`src/rtl/arm_multicycle_ctrl_if.sv`:
```
// Datapath control bundle between the multicycle controller and the ARM datapath.
// With ARM_MC_PERF_EN defined the bundle also carries the cycle and retired-instruction counters.
interface arm_multicycle_ctrl_if;
    logic [19:0] Instr;
    logic [3:0]  ALUFlags;
    logic        PCWrite;
    logic        MemWrite;
    logic        RegWrite;
    logic        IRWrite;
    logic        AdrSrc;
    logic [1:0]  RegSrc;
    logic        ALUSrcA;
    logic [1:0]  ALUSrcB;
    logic [1:0]  ResultSrc;
    logic [1:0]  ImmSrc;
    logic [1:0]  ALUControl;
`ifdef ARM_MC_PERF_EN
    logic [31:0] cycle_cnt;
    logic [31:0] instret_cnt;
`endif

    modport master (
        output Instr, ALUFlags,
        input  PCWrite, MemWrite, RegWrite, IRWrite, AdrSrc, RegSrc,
               ALUSrcA, ALUSrcB, ResultSrc, ImmSrc, ALUControl
`ifdef ARM_MC_PERF_EN
        , input cycle_cnt, instret_cnt
`endif
    );

    modport slave (
        input  Instr, ALUFlags,
        output PCWrite, MemWrite, RegWrite, IRWrite, AdrSrc, RegSrc,
               ALUSrcA, ALUSrcB, ResultSrc, ImmSrc, ALUControl
`ifdef ARM_MC_PERF_EN
        , output cycle_cnt, instret_cnt
`endif
    );
endinterface

```
`src/rtl/arm_multicycle_ctrl.sv`:
```
// Moore multicycle controller for the ARM core: decode, NZCV flags, condition check, datapath selects.
// Optional ARM_MC_PERF_EN adds free-running cycle and retired-instruction counters.
module arm_multicycle_ctrl #(
    parameter logic [3:0] RESET_FLAGS = 4'b0000
) (
    input logic                 clk,
    input logic                 reset,
    arm_multicycle_ctrl_if.slave bus
);
    typedef enum logic [3:0] {
        FETCH  = 4'd0, DECODE = 4'd1, MEMADR = 4'd2, MEMRD  = 4'd3, MEMWB = 4'd4,
        MEMWR  = 4'd5, EXECR  = 4'd6, EXECI  = 4'd7, ALUWB  = 4'd8, BRANCH = 4'd9
    } state_t;

    state_t     state, state_nxt;
    logic [3:0] flags;
    logic       cond_ex_q, cond_ex;

    // Instr carries bits [31:12] of the instruction word
    logic [3:0] cond, cmd;
    logic [1:0] op;
    logic       i_bit, sl_bit;
    logic       unused_rd;
    assign cond      = bus.Instr[19:16];
    assign op        = bus.Instr[15:14];
    assign i_bit     = bus.Instr[13];
    assign cmd       = bus.Instr[12:9];
    assign sl_bit    = bus.Instr[8];
    assign unused_rd = ^bus.Instr[7:0];

    always_comb begin
        cond_ex = 1'b0;
        case (cond)
            4'b0000: cond_ex = flags[2];
            4'b0001: cond_ex = ~flags[2];
            4'b0010: cond_ex = flags[1];
            4'b0011: cond_ex = ~flags[1];
            4'b0100: cond_ex = flags[3];
            4'b0101: cond_ex = ~flags[3];
            4'b0110: cond_ex = flags[0];
            4'b0111: cond_ex = ~flags[0];
            4'b1000: cond_ex = flags[1] & ~flags[2];
            4'b1001: cond_ex = ~flags[1] | flags[2];
            4'b1010: cond_ex = flags[3] == flags[0];
            4'b1011: cond_ex = flags[3] != flags[0];
            4'b1100: cond_ex = ~flags[2] & (flags[3] == flags[0]);
            4'b1101: cond_ex = flags[2] | (flags[3] != flags[0]);
            4'b1110: cond_ex = 1'b1;
            default: cond_ex = 1'b0;
        endcase
    end

    always_ff @(posedge clk or posedge reset) begin
        if (reset) begin
            state     <= FETCH;
            flags     <= RESET_FLAGS;
            cond_ex_q <= 1'b0;
        end else begin
            state <= state_nxt;
            if (state == DECODE)
                cond_ex_q <= cond_ex;
            if ((state == EXECR || state == EXECI) && sl_bit && cond_ex_q)
                flags <= bus.ALUFlags;
        end
    end

    always_comb begin
        state_nxt = FETCH;
        case (state)
            FETCH:  state_nxt = DECODE;
            DECODE: case (op)
                        2'b01:   state_nxt = MEMADR;
                        2'b00:   state_nxt = i_bit ? EXECI : EXECR;
                        2'b10:   state_nxt = BRANCH;
                        default: state_nxt = FETCH;
                    endcase
            MEMADR: state_nxt = sl_bit ? MEMRD : MEMWR;
            MEMRD:  state_nxt = MEMWB;
            EXECR,
            EXECI:  state_nxt = ALUWB;
            default: state_nxt = FETCH;
        endcase
    end

    // CMP and unrecognised commands still run through ALUWB but never write back
    logic [1:0] alu_op;
    logic       alu_wr;
    always_comb begin
        alu_op = 2'b00;
        alu_wr = 1'b0;
        case (cmd)
            4'b0100: begin alu_op = 2'b00; alu_wr = 1'b1; end
            4'b0010: begin alu_op = 2'b01; alu_wr = 1'b1; end
            4'b0000: begin alu_op = 2'b10; alu_wr = 1'b1; end
            4'b1100: begin alu_op = 2'b11; alu_wr = 1'b1; end
            4'b1010: alu_op = 2'b01;
            default: alu_op = 2'b00;
        endcase
    end

    logic pc_we, mem_we, reg_we, ir_we;
    always_comb begin
        pc_we          = 1'b0;
        mem_we         = 1'b0;
        reg_we         = 1'b0;
        ir_we          = 1'b0;
        bus.AdrSrc     = 1'b0;
        bus.ALUSrcA    = 1'b0;
        bus.ALUSrcB    = 2'b00;
        bus.ResultSrc  = 2'b00;
        bus.ALUControl = 2'b00;
        bus.RegSrc     = {(op == 2'b01) && !sl_bit, 1'b0};
        bus.ImmSrc     = (op == 2'b11) ? 2'b00 : op;
        case (state)
            FETCH: begin
                bus.ALUSrcA = 1'b1; bus.ALUSrcB = 2'b10; bus.ResultSrc = 2'b10;
                ir_we = 1'b1; pc_we = 1'b1;
            end
            DECODE: begin
                bus.ALUSrcA = 1'b1; bus.ALUSrcB = 2'b10; bus.ResultSrc = 2'b10;
            end
            MEMADR: bus.ALUSrcB = 2'b01;
            MEMRD:  bus.AdrSrc = 1'b1;
            MEMWB: begin
                bus.ResultSrc = 2'b01; reg_we = cond_ex_q;
            end
            MEMWR: begin
                bus.AdrSrc = 1'b1; mem_we = cond_ex_q;
            end
            EXECR:  bus.ALUControl = alu_op;
            EXECI: begin
                bus.ALUSrcB = 2'b01; bus.ALUControl = alu_op;
            end
            ALUWB:  reg_we = cond_ex_q & alu_wr;
            BRANCH: begin
                bus.RegSrc[0] = 1'b1; bus.ALUSrcB = 2'b01; bus.ResultSrc = 2'b10;
                pc_we = cond_ex_q;
            end
            default: ;
        endcase
    end

    // Gating with reset kills any in-flight write the instant reset rises
    assign bus.PCWrite  = pc_we  & ~reset;
    assign bus.MemWrite = mem_we & ~reset;
    assign bus.RegWrite = reg_we & ~reset;
    assign bus.IRWrite  = ir_we  & ~reset;

`ifdef ARM_MC_PERF_EN
    logic retire;
    assign retire = cond_ex_q &&
                    (state == MEMWB || state == MEMWR || state == ALUWB || state == BRANCH);

    always_ff @(posedge clk or posedge reset) begin
        if (reset) begin
            bus.cycle_cnt   <= 32'd0;
            bus.instret_cnt <= 32'd0;
        end else begin
            bus.cycle_cnt <= bus.cycle_cnt + 32'd1;
            if (retire)
                bus.instret_cnt <= bus.instret_cnt + 32'd1;
        end
    end
`endif
endmodule
```
`src/flat_wrapper.sv`:
```
// flat-port wrapper written by rule: the top's interface ports become plain ports
module arm_multicycle_ctrl_flat 
#(
    parameter logic [3:0] RESET_FLAGS = 4'b0000
)
  (clk, reset, bus_Instr, bus_ALUFlags, bus_PCWrite, bus_MemWrite, bus_RegWrite, bus_IRWrite, bus_AdrSrc, bus_RegSrc, bus_ALUSrcA, bus_ALUSrcB, bus_ResultSrc, bus_ImmSrc, bus_ALUControl);
  arm_multicycle_ctrl_if bus_i ();
  input logic clk;
  input logic reset;
  input wire logic [$bits(bus_i.Instr)-1:0] bus_Instr;
  input wire logic [$bits(bus_i.ALUFlags)-1:0] bus_ALUFlags;
  output wire logic [$bits(bus_i.PCWrite)-1:0] bus_PCWrite;
  output wire logic [$bits(bus_i.MemWrite)-1:0] bus_MemWrite;
  output wire logic [$bits(bus_i.RegWrite)-1:0] bus_RegWrite;
  output wire logic [$bits(bus_i.IRWrite)-1:0] bus_IRWrite;
  output wire logic [$bits(bus_i.AdrSrc)-1:0] bus_AdrSrc;
  output wire logic [$bits(bus_i.RegSrc)-1:0] bus_RegSrc;
  output wire logic [$bits(bus_i.ALUSrcA)-1:0] bus_ALUSrcA;
  output wire logic [$bits(bus_i.ALUSrcB)-1:0] bus_ALUSrcB;
  output wire logic [$bits(bus_i.ResultSrc)-1:0] bus_ResultSrc;
  output wire logic [$bits(bus_i.ImmSrc)-1:0] bus_ImmSrc;
  output wire logic [$bits(bus_i.ALUControl)-1:0] bus_ALUControl;
  assign bus_i.Instr = bus_Instr;
  assign bus_i.ALUFlags = bus_ALUFlags;
  assign bus_PCWrite = bus_i.PCWrite;
  assign bus_MemWrite = bus_i.MemWrite;
  assign bus_RegWrite = bus_i.RegWrite;
  assign bus_IRWrite = bus_i.IRWrite;
  assign bus_AdrSrc = bus_i.AdrSrc;
  assign bus_RegSrc = bus_i.RegSrc;
  assign bus_ALUSrcA = bus_i.ALUSrcA;
  assign bus_ALUSrcB = bus_i.ALUSrcB;
  assign bus_ResultSrc = bus_i.ResultSrc;
  assign bus_ImmSrc = bus_i.ImmSrc;
  assign bus_ALUControl = bus_i.ALUControl;
  arm_multicycle_ctrl #(.RESET_FLAGS(RESET_FLAGS)) u_core (.clk(clk), .reset(reset), .bus(bus_i));
endmodule
```
`config.mk`:
```
export PLATFORM = sky130hd
export DESIGN_NAME = arm_multicycle_ctrl_flat
export DESIGN_NICKNAME = d
export VERILOG_FILES = /design/src/rtl/arm_multicycle_ctrl_if.sv /design/src/rtl/arm_multicycle_ctrl.sv /design/src/flat_wrapper.sv
export SDC_FILE = /design/constraint.sdc
export NUM_CORES = 1
export LEC_CHECK = 0
export BUFFER_PORTS_ARGS = -buffer_cell sky130_fd_sc_hd__buf_2
export CAP_MARGIN = 20
export CORE_MARGIN = 10
export CORE_UTILIZATION = 45
export CTS_BUF_LIST = sky130_fd_sc_hd__clkbuf_2 sky130_fd_sc_hd__clkbuf_4 sky130_fd_sc_hd__clkbuf_8
export DETAILED_ROUTE_END_ITERATION = 10
export PLACE_DENSITY = 0.85
export SLEW_MARGIN = 20
export SYNTH_ARGS = -nofsm -noshare
export SYNTH_HDL_FRONTEND = slang
export SYNTH_SLANG_ARGS = --single-unit
```
`constraint.sdc`:
```
create_clock -name clk -period 2.5 [get_ports clk]
set_input_delay 0.625 -clock clk [delete_from_list [all_inputs] [get_ports clk]]
set_output_delay 0.625 -clock clk [all_outputs]
set_load 0.02 [all_outputs]
```
# Word level (Yosys, flattened, before mapping)
# Index checks and enable logic that the tools add are counted.
# classes
eq_ne	32
muxes	18
n_bitwise	14
reduce_logical	16
# ops
cell	count
4-bit equality test (second input constant)	11
4-bit by 3-bit equality test with 1-bit output (second input constant)	9
4-bit by 2-bit equality test with 1-bit output (second input constant)	5
4-bit case mux with 5 select lines	1
1-bit case mux with 15 select lines	1
4-bit zero test	3
4-bit case mux with 3 select lines	1
4-bit by 1-bit equality test with 1-bit output (second input constant)	2
2-bit case mux with 2 select lines	2
2-bit OR reduction	4
1-bit bitwise AND	7
1-bit two-way mux	7
2-bit case mux with 3 select lines	1
3-bit OR reduction	2
1-bit NOT	5
2-bit equality test (second input constant)	2
2-bit two-way mux	2
1-bit case mux with 2 select lines	2
4-bit OR reduction	1
1-bit logical AND	3
3-bit two-way mux	1
2-bit by 1-bit equality test with 1-bit output (second input constant)	1
2-bit zero test	1
1-bit OR	2
4 further kinds	4
# word_totals
reg_bits	9
out_inout_bits	16

# Longest topological paths before layout
# logic_depth
word_depth	6
depth_mapped	5
depth_no_buf	4

# Worst setup path before layout
# Ideal clock, no wire load.
# synth_timing
path_type	input to output
from	input port reset
to	output port bus_RegWrite
arrival_time_ns	1.670
required_time_ns	1.875
setup_slack_ns	0.205
stages	3
path_buffers	0
path_cell_list	inv_1 nand2_1 nor4_1
# synth_between
elab_chain_cells	2
# synth_lines
element	line	text
start: declaration	flat_wrapper.sv:9	input logic reset;
1-bit NOT	arm_multicycle_ctrl.sv:146	assign bus.RegWrite = reg_we & ~reset;
1-bit bitwise AND	arm_multicycle_ctrl.sv:146	
end: declaration	flat_wrapper.sv:14	output wire logic [$bits(bus_i.RegWrite)-1:0] bus_RegWrite;
# No other way between the ends.

# Final worst setup path
# layout_timing
from	register u_core.state[2]
to	output port bus_PCWrite
# layout_between
elab_chain_cells	3
word_cells_on_any_way	4
classes_between	1 x eq/ne; 1 x mux; 1 x bitwise; 1 x reduce/logical
# layout_lines
element	line	text
start: declaration	arm_multicycle_ctrl.sv:15	state_t state, state_nxt;
start signal: assignment	arm_multicycle_ctrl.sv:59	state <= state_nxt;
4-bit equality test or 4-bit zero test (tied branches)	arm_multicycle_ctrl.sv:114	case (state)
1-bit case mux with 2 select lines (*)	arm_multicycle_ctrl.sv:114	
1-bit bitwise AND (*)	arm_multicycle_ctrl.sv:144	assign bus.PCWrite = pc_we & ~reset;
end: declaration	flat_wrapper.sv:12	output wire logic [$bits(bus_i.PCWrite)-1:0] bus_PCWrite;
# Mark *: on every way between the ends. The rest lies on a longest branch, timed or not.

==> qor.csv <==
stage,metric,value,unit
logic_synthesis,sequential element share of the synthesized area,26.59,%
logic_synthesis,Yosys warnings,0,
floorplan,die area,4018,µm²
logic_synthesis,"EDFF count, synth",0,
global_route,vias in the first global route,834,
drt,wire length per cell,15.08,µm
layout,Sequential Area,225.2,µm²
timing,Tcrit/Tclk final,93.06,%
layout,share of cells above drive strength 1,39.23,%
power,P_sw,0.5574,mW
global_route,pin count of the biggest net entering global routing,13,
drt,DR pass1 iterations,4,
clock_tree,CTS tree,yes,
floorplan,Starting Density,48.01,%
placed_design,DP HPWL,1938,µm
drt,final wirelength,2338,µm
power,Clock Power Share,11.0,%
logic_synthesis,mux share of post-synthesis cell area,9.010,%
power,Power Density,1090,nW/µm²
drt,routed via count,819,
timing,# setup viols final,0,
logic_synthesis,Synthesized Nets,124,
logic_synthesis,XOR/XNOR share of the synthesized area,6.204,%
clock_tree,Post-CTS Hold Buffers,0,
clock_tree,CTS H-tree depth,1,
layout,Final #Nets,157,
setup_path,Worst setup startpoint,u_core.state[2],
timing,Final Hold Viols,0,
setup_path,buffers plus inverters on the worst setup path,1,
clock_tree,CTS-repair resized insts,0,
logic_synthesis,Yosys cell types,40,
timing,Setup Skew,3.857,ps
setup_path,"slowest stage cell, crit path",dfrtp_1,
power,combinational power share,60.7,%
setup_path,critical path class,reg -> out,
setup_path,crit path DAT,1700,ps
drt,number of DRC markers in iteration 0,13,
power,Pint,0.5708,mW
logic_synthesis,largest family of logic cells by synthesized area,simple AND/OR/NAND/NOR gates,
logic_synthesis,synth top area cells,"dfrtp_1 27%, mux2_2 6.6%, xnor2_1 5.2%, nor2_1 4.9%, buf_6 4.0%",
global_route,Congestion Overflow GR,0,
job,Maximum Capacitance Violations,0,
clock_tree,buffer depth of the longest clock path,2,
logic_synthesis,adder-cell share of the synthesized area,0,%
power,maximum VDD drop,0.7430,mV
drt,ANT nets after route,0,
outcome,outcome,completed,
setup_path,crit path max fanout,8,
power,Flop pwr share,28.4,%
clock_tree,postcts setup bufs,0,
clock_tree,clk root buf,clkbuf_4,
drt,Remaining DRCs,0,
layout,layout overhead on the synthesized area,22.16,%
clock_tree,Worst-path clk slew,60,ps
global_route,Total GRT Usage,11.67,%
setup_path,FF-to-FF Start,u_core.state[2],
setup_path,CP cell instances,or2_0 > nor4_2 > o21bai_1 > buf_2,
logic_synthesis,mapped cell area,847.1,µm²
global_route,global-route wire length before repair,3843,µm
timing,worst slew pin tran,431.5,ps
logic_synthesis,Synth area leader,dfrtp_1,
worst_hold_path,Worst Hold Class,in -> async,
placed_design,GPL Wtd Cong,0.8191,
logic_synthesis,Post-synth ARST share,100.0,%
layout,diode count,0,
power,P_leak,0.4897,nW
clock_tree,clock buffers created by TritonCTS,3,
setup_path,CP required,1880,ps
power,Net Sw Frac,49.41,%
drt,Vias/cell,5.284,
clock_tree,worst skew pair latency,260,ps
layout,Final Core Density,58.65,%
setup_path,crit end category,primary output,
clock_tree,CTS sink count,9,
timing,f_max,0.4298,GHz
timing,Period minus WS final,2326,ps
setup_path,startpoint class of the critical path,register,
layout,multi-input logic area,553.0,µm²
timing,Max-slew headroom,70.86,%
logic_synthesis,Yosys top cell area share,26.59,%
placed_design,port bufs,33,
floorplan,die height,63.39,µm
floorplan,Core ar.,1764,µm²
layout,FILL cells,188,
floorplan,I/O pin total,42,
logic_synthesis,simple-gate area share of the yosys netlist,33.97,%
setup_path,Critical Path Max Stage Delay,490,ps
timing,Setup TNS,0,ps
setup_path,"delay-heaviest family, CP",simple AND/OR/NAND/NOR gates,
floorplan,# rows,15,
logic_synthesis,post-synthesis compound-gate area fraction,16.10,%
logic_synthesis,post-synthesis instance total,98,
logic_synthesis,Synth Register Bits,9,
floorplan,Die X,63.39,µm
timing,RSZ-0062 raised after global routing,false,
logic_synthesis,mean area per synthesized cell,8.643,µm²
timing,"Slew Viols, Final",0,
logic_synthesis,ys flop type,dfrtp_1,
global_route,initial antenna violation count,0,
-- path summary, 6_finish.rpt --
check,cells after the start,end,slack (ps)
setup / recovery,4,bus_PCWrite,170
hold / removal,3,u_core.flags[0],360
setup reg to reg,4,u_core.flags[2],920
hold reg to reg,1,u_core.flags[1],590
max in group asynchronous,3,u_core.state[0],2000
min in group clk,1,u_core.flags[1],590
-- cells in the final DEF, fill, tap and decap left out, types with 2 or more instances in the layout --
cell      netlist  layout
nor2_1         11      11
mux2_2          5       5
a211oi_1        2       2
buf_4           0       2
buf_2           4      33
nand3b_1        2       2
nor4_1          2       2
mux2i_1         2       2
nand2b_1        3       3
nand2_1         7       7
a31oi_1         2       2
nor3_1          5       5
dfrtp_1         9       9
nor4b_1         3       3
xnor2_1         5       5
nor2b_1         4       4
clkbuf_4        0       4
a21oi_1         2       2
o21ai_0         2       2
inv_1           4       4
-- worst min-delay path, stage by stage --
cell   delay [ps]
buf_2         110
inv_1          60
buf_4         170
-- layout make-up --
type | count | share of cell area, %
Sequential cell | 9 | 21.77
Inverter | 4 | 1.451
Clock buffer | 4 | 2.902
Multi-Input combinational cell | 78 | 53.45
Tap cell | 25 | 3.023
Timing Repair Buffer | 35 | 17.41
-- cells by family (layout without fill, tap and decap cells) --
logic type,Yosys count,in the layout
AO/OA/AOI/OAI,18,18
buffers and inverters,11,43
multiplexers,7,7
XOR/XNOR,6,6
AND/OR/NAND/NOR,47,47
flip-flops,9,9
-- synthesized netlist by cell type (2+ instances only) --
cell	n
mux2i_1	2
nor4_1	2
xnor2_1	5
a211oi_1	2
a21oi_1	2
nand3b_1	2
nor2_1	11
nor3_1	5
a31oi_1	2
inv_1	4
mux2_2	5
o21ai_0	2
buf_2	4
nand2b_1	3
nand2_1	7
dfrtp_1	9
nor4b_1	3
buf_6	3
nor2b_1	4
-- power by group through the flow --
stage               logic, mW  registers, mW  clock network [mW]
floorplan               0.569          0.261                   0
global placement        0.656          0.313                   0
detailed placement      0.688          0.320                   0
CTS                     0.691          0.318               0.126
global route            0.743          0.332               0.135
finish                  0.684          0.320               0.124
-- stage by stage --
| stage | area (µm²) | hold slack, ps | setup slack (ps) | total power, mW | std cells |
|---|---|---|---|---|---|
| after floorplan | 847.1 | 461.1 | 205.1 | 0.8295 | 98 |
| after detailed placement | 1005 | 572.1 | 467.8 | 1.008 | 151 |
| after global placement | 1005 | 579.1 | 505.2 | 0.9695 | 151 |
| after CTS | 1035 | 360.4 | 170.4 | 1.135 | 155 |
| after global routing | 1035 | 375.2 | 87.46 | 1.209 | 155 |
| final | 1035 | 359.2 | 173.5 | 1.128 | 155 |
-- registers in the layout (all words and copies together) (netlist names) --
register and flops:
u_core.cond_ex_q 1, u_core.state 4, u_core.flags 4
-- layer usage --
layer  global-route usage, %  vias up  part of all wire [%]
met5                       0        -                     0
met4                   4.918        0                   2.2
met3                   3.887        8                   5.2
met2                   21.61       24                    54
met1                   11.48      375                    39
li1                        -      412                     -
No activity file was read; power rests on OpenSTA's default activity.
